<file path="config.mk">
export PLATFORM = sky130hd
export DESIGN_NAME = clk_period_monitor
export DESIGN_NICKNAME = d
export VERILOG_FILES = /design/src/rtl/clk_period_monitor.sv
export SDC_FILE = /design/constraint.sdc
export NUM_CORES = 1
export LEC_CHECK = 0
export BUFFER_PORTS_ARGS = -buffer_cell sky130_fd_sc_hd__clkbuf_2
export CAP_MARGIN = 25
export CORE_ASPECT_RATIO = 0.6
export CORE_MARGIN = 3
export CORE_UTILIZATION = 55
export CTS_CLUSTER_SIZE = 24
export DETAILED_ROUTE_END_ITERATION = 8
export MAX_ROUTING_LAYER = met4
export PLACE_DENSITY = 0.75
export SYNTH_ARGS = -nofsm -noshare
export SYNTH_HDL_FRONTEND = slang
export SYNTH_SLANG_ARGS = --single-unit
export TNS_END_PERCENT = 30
</file>
<file path="constraint.sdc">
create_clock -name clk_in -period 3.3 [get_ports clk_in]
set_input_delay 0.66 -clock clk_in [delete_from_list [all_inputs] [get_ports clk_in]]
set_output_delay 0.66 -clock clk_in [all_outputs]
set_load 0.05 [all_outputs]
</file>
<file path="src/rtl/clk_period_monitor.sv">
// Measures the period of an asynchronous slow clock in clk_in cycles and
// qualifies it: lock after consecutive in-tolerance periods, mismatch and stall flags.
`timescale 1ns/1ps
module clk_period_monitor #(
    parameter int EXPECTED_PERIOD = 8,
    parameter int TOLERANCE       = 0,
    parameter int LOCK_COUNT      = 4,
    parameter int TIMEOUT         = 32,
    parameter int CNT_W           = 16
) (
    input  logic             clk_in,
    input  logic             reset,
    input  logic             sig_in,
    output logic [CNT_W-1:0] period_out,
    output logic             period_valid,
    output logic             locked,
    output logic             mismatch,
    output logic             stall
);

    localparam logic [1:0] ST_IDLE    = 2'd0;
    localparam logic [1:0] ST_MEASURE = 2'd1;
    localparam logic [1:0] ST_LOCKED  = 2'd2;

    localparam int MC_W = (LOCK_COUNT < 2) ? 1 : $clog2(LOCK_COUNT + 1);

    localparam logic [CNT_W-1:0] CNT_MAX = '1;
    localparam logic [CNT_W-1:0] EXP_C   = CNT_W'(EXPECTED_PERIOD);
    localparam logic [CNT_W-1:0] TOL_C   = CNT_W'(TOLERANCE);
    localparam logic [CNT_W-1:0] TMO_C   = CNT_W'(TIMEOUT);
    localparam logic [MC_W-1:0]  LOCK_C  = MC_W'(LOCK_COUNT);

    // sync_q[1:0] is the two-flop synchronizer, sync_q[2] holds the previous value for edge detect
    logic [2:0]       sync_q;
    logic [1:0]       state_q, state_d;
    logic [CNT_W-1:0] cnt_q, cnt_d;
    logic [MC_W-1:0]  match_cnt_q, match_cnt_d;
    logic [CNT_W-1:0] period_q, period_d;
    logic             valid_q, valid_d;
    logic             locked_q, locked_d;
    logic             mismatch_q, mismatch_d;
    logic             stall_q, stall_d;

    logic             edge_det;
    logic             cnt_sat;
    logic [CNT_W-1:0] diff;
    logic             is_match;
    logic [MC_W-1:0]  mc_inc;

    assign edge_det = sync_q[1] & ~sync_q[2];
    assign cnt_sat  = (cnt_q == CNT_MAX);
    // Subtract the smaller from the larger so a short period cannot wrap into a match
    assign diff     = (cnt_q >= EXP_C) ? (cnt_q - EXP_C) : (EXP_C - cnt_q);
    assign is_match = !cnt_sat && (diff <= TOL_C);
    assign mc_inc   = match_cnt_q + 1'b1;

    always_comb begin
        state_d     = state_q;
        cnt_d       = cnt_sat ? cnt_q : cnt_q + 1'b1;
        match_cnt_d = match_cnt_q;
        period_d    = period_q;
        valid_d     = 1'b0;
        locked_d    = locked_q;
        mismatch_d  = 1'b0;
        stall_d     = stall_q;

        if (edge_det) begin
            // cnt_q holds the cycles since the previous edge; restart so the next read is P
            cnt_d = CNT_W'(1);
            case (state_q)
                ST_IDLE: begin
                    state_d     = ST_MEASURE;
                    stall_d     = 1'b0;
                    match_cnt_d = '0;
                end
                ST_MEASURE: begin
                    period_d = cnt_q;
                    valid_d  = 1'b1;
                    if (is_match) begin
                        if (mc_inc == LOCK_C) begin
                            state_d     = ST_LOCKED;
                            locked_d    = 1'b1;
                            match_cnt_d = '0;
                        end else begin
                            match_cnt_d = mc_inc;
                        end
                    end else begin
                        match_cnt_d = '0;
                    end
                end
                ST_LOCKED: begin
                    period_d = cnt_q;
                    valid_d  = 1'b1;
                    if (!is_match) begin
                        mismatch_d  = 1'b1;
                        locked_d    = 1'b0;
                        match_cnt_d = '0;
                        state_d     = ST_MEASURE;
                    end
                end
                default: begin
                    state_d     = ST_IDLE;
                    match_cnt_d = '0;
                end
            endcase
        end else if (cnt_q == TMO_C) begin
            // Edge takes priority, so a timeout only fires on an edge-free cycle
            stall_d     = 1'b1;
            locked_d    = 1'b0;
            match_cnt_d = '0;
            state_d     = ST_IDLE;
        end
    end

    always_ff @(posedge clk_in) begin
        if (reset) begin
            sync_q      <= '0;
            state_q     <= ST_IDLE;
            cnt_q       <= '0;
            match_cnt_q <= '0;
            period_q    <= '0;
            valid_q     <= 1'b0;
            locked_q    <= 1'b0;
            mismatch_q  <= 1'b0;
            stall_q     <= 1'b0;
        end else begin
            sync_q      <= {sync_q[1:0], sig_in};
            state_q     <= state_d;
            cnt_q       <= cnt_d;
            match_cnt_q <= match_cnt_d;
            period_q    <= period_d;
            valid_q     <= valid_d;
            locked_q    <= locked_d;
            mismatch_q  <= mismatch_d;
            stall_q     <= stall_d;
        end
    end

    assign period_out   = period_q;
    assign period_valid = valid_q;
    assign locked       = locked_q;
    assign mismatch     = mismatch_q;
    assign stall        = stall_q;

endmodule

</file>
# == Yosys cells after proc, flatten, opt, wreduce, memory -nomap -nowiden ==
# Index checks and enable logic that the tools add are counted.
# Widths: inputs -> output; s select.
# word_totals
ff_bits,44
inputBits,3
output_inout_bits,20
wordCells,70
# classes
n_addsub,4
magnitude_cmp,2
eq_ne,11
mux,26
bitwise_logic,4
reduce_logical,13
# op_table
op,n
$add 16x1->16 const B,1
$eq 16x16->1 const B,1
$eq 16x6->1 const B,1
$ge 16x4->1 const B,1
$le 16x1->1 const B,1
$mux 16,1
$sub 16x4->16 const B,1
$sub 4x16->16 const A,1
$mux 3,5
$mux 1,12
$mux 2,5
$ne 3x3->1 const B,3
$pmux 2 s3,1
$pmux 3 s2,1
$reduce_and 2->1,3
$reduce_or 2->1,3
$reduce_and 5->1,1
$reduce_and 4->1,1
$add 3x1->3 const B,1
$eq 3x3->1 const B,1
$ne 3x1->1 const B,1
$not 1->1,3
$reduce_or 3->1,1
$eq 2x1->1 const B,1
other kinds (9),9

# == Depth between registers and ports, before layout ==
# logic_depth
depth_word,7
mapped_depth,10

# == Least setup slack after synthesis ==
# OpenSTA, ideal clock, no wires.
# synth_path
path_type,flip-flop to flip-flop
startpoint,register cnt_q[6]
endpoint,register state_q[0]
setup_ns,0.072
arrival_time_ns,2.643
required_ns,3.228
path_slack_ns,0.586
path_stages_with_launch,10
cell_sequence,dfxtp_1 > buf_6 > or3_4 > nand2b_4 > or3_4 > a2111oi_4 > nand4_2 > or4_1 > nand3_1 > mux2i_1
# synth_via
elab_chain_len,6
# synth_lines
item,line_no,rtl
start: declaration,36,"logic [CNT_W-1:0] cnt_q, cnt_d;"
start signal: assignment,129,cnt_q <= cnt_d;
$sub 4x16->16 (tied with other cells),53,assign diff = (cnt_q >= EXP_C) ? (cnt_q - EXP_C) : (EXP_C - cnt_q);
$mux 16,53,
$le 16x1->1,54,assign is_match = !cnt_sat && (diff <= TOL_C);
$logic_and 1x1->1,54,
$ne 3x3->1 (no line),n/a,
$reduce_and 4->1 (no line) (*),n/a,
end signal: assignment,128,state_q <= state_d;
end: declaration,35,"logic [1:0] state_q, state_d;"
# Every way passes the cells marked *; elsewhere a longest branch is shown, timed or not.
# A chain may end at the register's enable or synchronous reset.

# == Worst setup path in the final report ==
# layout_path
startpoint,register cnt_q[6]
endpoint,register state_q[1]
# The elaborated chain is that of the path after synthesis.

==> impl_metrics.env <==
export IMPL_syn_nets=318
export IMPL_dp_cells=379
export IMPL_r2r_start="cnt_q[6]"
export IMPL_finalClockSkew_ps=4.67
export IMPL_yosysWarningCount=0
export IMPL_initial_core_util=0.584
export IMPL_antenna_found_initial=0
export IMPL_core_um2=4190
export IMPL_dieArea_um2=5310
export IMPL_max_freq_mhz=343
export IMPL_postSynthCellCount=303
export IMPL_synth_edf_count=0
export IMPL_hold_buffers=0
export IMPL_maxCapViolCount=0
export IMPL_grt_pass1_wl_um=10100
export IMPL_yosysTopAreaCell="dfxtp_1"
export IMPL_cts_repair_resized=0
export IMPL_worst_path_buf_inv=0
export IMPL_clock_latency_ps=290
export IMPL_syn_area_um2=2450
export IMPL_reg2reg_setup_slack_ps=380
export IMPL_ys_async_sr_fraction=0
export IMPL_grt_usage=0.248
export IMPL_antenna_left=0
export IMPL_dp_hpwl_um=4340
export IMPL_finalSetupViolCount=0
export IMPL_min_path_type="register to register"
export IMPL_dr_pass1_iters=6
export IMPL_p_per_area_nw_per_um2=392
export IMPL_areaGrowthSynthToFinish_pct=13.4
export IMPL_finalWirelength_um=5930
export IMPL_path_depth=8
export IMPL_grt_overflow_total=0
export IMPL_cp_top_family="simple AND/OR/NAND/NOR gates"
export IMPL_period_needed_ps=2920
export IMPL_grt_pass1_vias=2012
export IMPL_postCtsSetupBuffers=0
export IMPL_synth_ff_type="dfxtp_1"
export IMPL_fin_crit_sh=0.884
export IMPL_multi_input_area_um2=1450
export IMPL_r2r_cells=8
export IMPL_finalSetupTns_ps=0
export IMPL_cts_root_buf="clkbuf_8"
export IMPL_hold_depth=2
export IMPL_post_drt_wl_per_cell_um=15.4
export IMPL_port_buffers=22
export IMPL_ys_seq_area_frac=0.360
export IMPL_ys_seq_elements=44
export IMPL_path_max_fanout=10
export IMPL_p_total_mw=1.09
export IMPL_place_congestion=0.932
export IMPL_drt_iter0_drc=119
export IMPL_die_w_um=92.1
export IMPL_rsz0062_at_grt="no"
export IMPL_cts_sinks=44
export IMPL_hold_end="period_out[15]"
export IMPL_cp_arrival_ps=3140
export IMPL_timing_final_hold_violations=0
export IMPL_finish_utilization=0.663
export IMPL_cp_required_ps=3520
export IMPL_yosysUniqueCellTypes=52
export IMPL_numCtsBuffers=5
export IMPL_cts_tree="yes"
export IMPL_cpMostUsedCell="or3_4"
export IMPL_worst_pin_slew_ps=630
export IMPL_synth_top_area_frac=0.360
export IMPL_clk_pin_slew_ps=80
export IMPL_nFillCells=359
export IMPL_drive_above_1_share=0.169
export IMPL_synthTopCellsByArea="dfxtp_1 (36%), nand2_1 (7.2%), ha_1 (6.1%)"
export IMPL_clockBufferDepth=2
export IMPL_finalNonFillerCells=386
export IMPL_relSlewSlack=0.579
export IMPL_crit_path_top_delay_cell="or4_1"
export IMPL_fin_nets=341
export IMPL_peakVddDrop_v=0.000306
export IMPL_worstHoldStart="period_out[15]"
export IMPL_outcome="complete, no violations"
export IMPL_die_y_um=57.7
export IMPL_vias_per_cell=5.75
export IMPL_avgSynthCellArea_um2=8.08
export IMPL_p_leak_nw=1.09
export IMPL_crit_path_cell_trace="or3_4, nand2b_4, or3_4, a2111oi_4, nand4_2, or4_1, nand3_1, mux2i_1"
export IMPL_grt_max_degree=26
export IMPL_regArea_um2=881
export IMPL_num_rows=18
export IMPL_path_class="register to register"
export IMPL_endpoint_kind="register"
export IMPL_cts_htree_levels=2
export IMPL_vias=2218
export IMPL_rr_endpoint="state_q[1]"
export IMPL_cpPeakStageDelay_ps=540
export IMPL_post_route_drc_count=0
export IMPL_diodes=0
export IMPL_start_kind="register"
export IMPL_slew_viol_final=0
export IMPL_ios=23
final cells by class:
| cell class | instances | area share |
|---|---|---|
| Inverter | 10 | 0.0135 |
| Timing Repair Buffer | 35 | 0.0748 |
| Clock buffer | 5 | 0.0248 |
| Sequential cell | 44 | 0.317 |
| Clock inverter | 2 | 0.0216 |
| Multi-Input combinational cell | 230 | 0.521 |
| Tap cell | 60 | 0.0270 |
routing by layer:
metal	global-route usage	vias up	wire (um)
met5	-	-	0
met4	0.0381	0	16
met3	0.0545	2	358
met2	0.343	73	2390
met1	0.374	1042	3170
li1	-	1101	-
per-stage QoR:
step	setup slack, ps	cell area [um2]	hold WS [ps]
4_1_cts	396	2780	461
2_1_floorplan	586	2450	414
3_3_place_gp	425	2650	433
6_report	382	2780	456
5_1_grt	229	2780	479
3_5_place_dp	426	2650	449
report_power, final:
group,internal [mW],switching [mW],leakage [nW],total [mW]
clock network,0.298,0.183,0.0642,0.481
logic,0.0252,0.0421,0.673,0.0674
registers,0.535,0.00564,0.355,0.541
total,0.858,0.231,1.09,1.09
cells in the mapped netlist, types with 4 or more instances:
cell,number
nor2_1,30
clkbuf_1,14
xor2_1,7
dfxtp_1,44
nand3_1,9
xnor2_1,5
o21ai_0,6
nand2_1,47
mux2i_1,6
ha_1,12
nor2b_1,6
and3_1,4
nand4_1,10
a21oi_1,24
inv_1,10
or3_1,4
nor3_1,7
nand2b_1,6
worst reg2reg max path, cell delays in order (launching register included):
cell and delay [ps]:
dfxtp_1 430, or3_4 430, nand2b_4 180, or3_4 360
a2111oi_4 370, nand4_2 200, or4_1 540, nand3_1 150
mux2i_1 200
registers in the layout (all words and copies together), names as in the netlist, 2 cells and up:
| register | count |
|---|---|
| cnt_q | 16 |
| sync_q | 3 |
| match_cnt_q | 3 |
| period_out | 16 |
| state_q | 2 |
cell usage in the layout, fill, tap and decap left out, drive strengths merged, types with 10 or more instances in the layout:
cell    instances
ha             12
buf            13
inv            10
nor2           30
nand2          48
nand4          11
dfxtp          44
clkbuf         27
a21oi          24
kinds of logic (layout without fill, tap and decap cells):
kind of cell | after synthesis | in the layout | synth area share
compound gates | 56 | 56 | 0.154
xor+xnor | 12 | 12 | 0.0429
fa+ha+maj | 12 | 12 | 0.0613
buf+inv | 29 | 52 | 0.0491
flops | 44 | 44 | 0.360
mux | 6 | 6 | 0.0245
simple gates | 144 | 144 | 0.308
how the worst max path moves through the flow:
stage,startpoint,end,slack [ps]
floorplan,cnt_q[6],state_q[0],590
global placement,cnt_q[6],state_q[1],420
detailed placement,cnt_q[6],state_q[1],430
CTS,cnt_q[6],state_q[1],400
global route,cnt_q[6],state_q[1],230
finish,cnt_q[6],state_q[1],380
No activity file was read; power rests on OpenSTA's default activity.
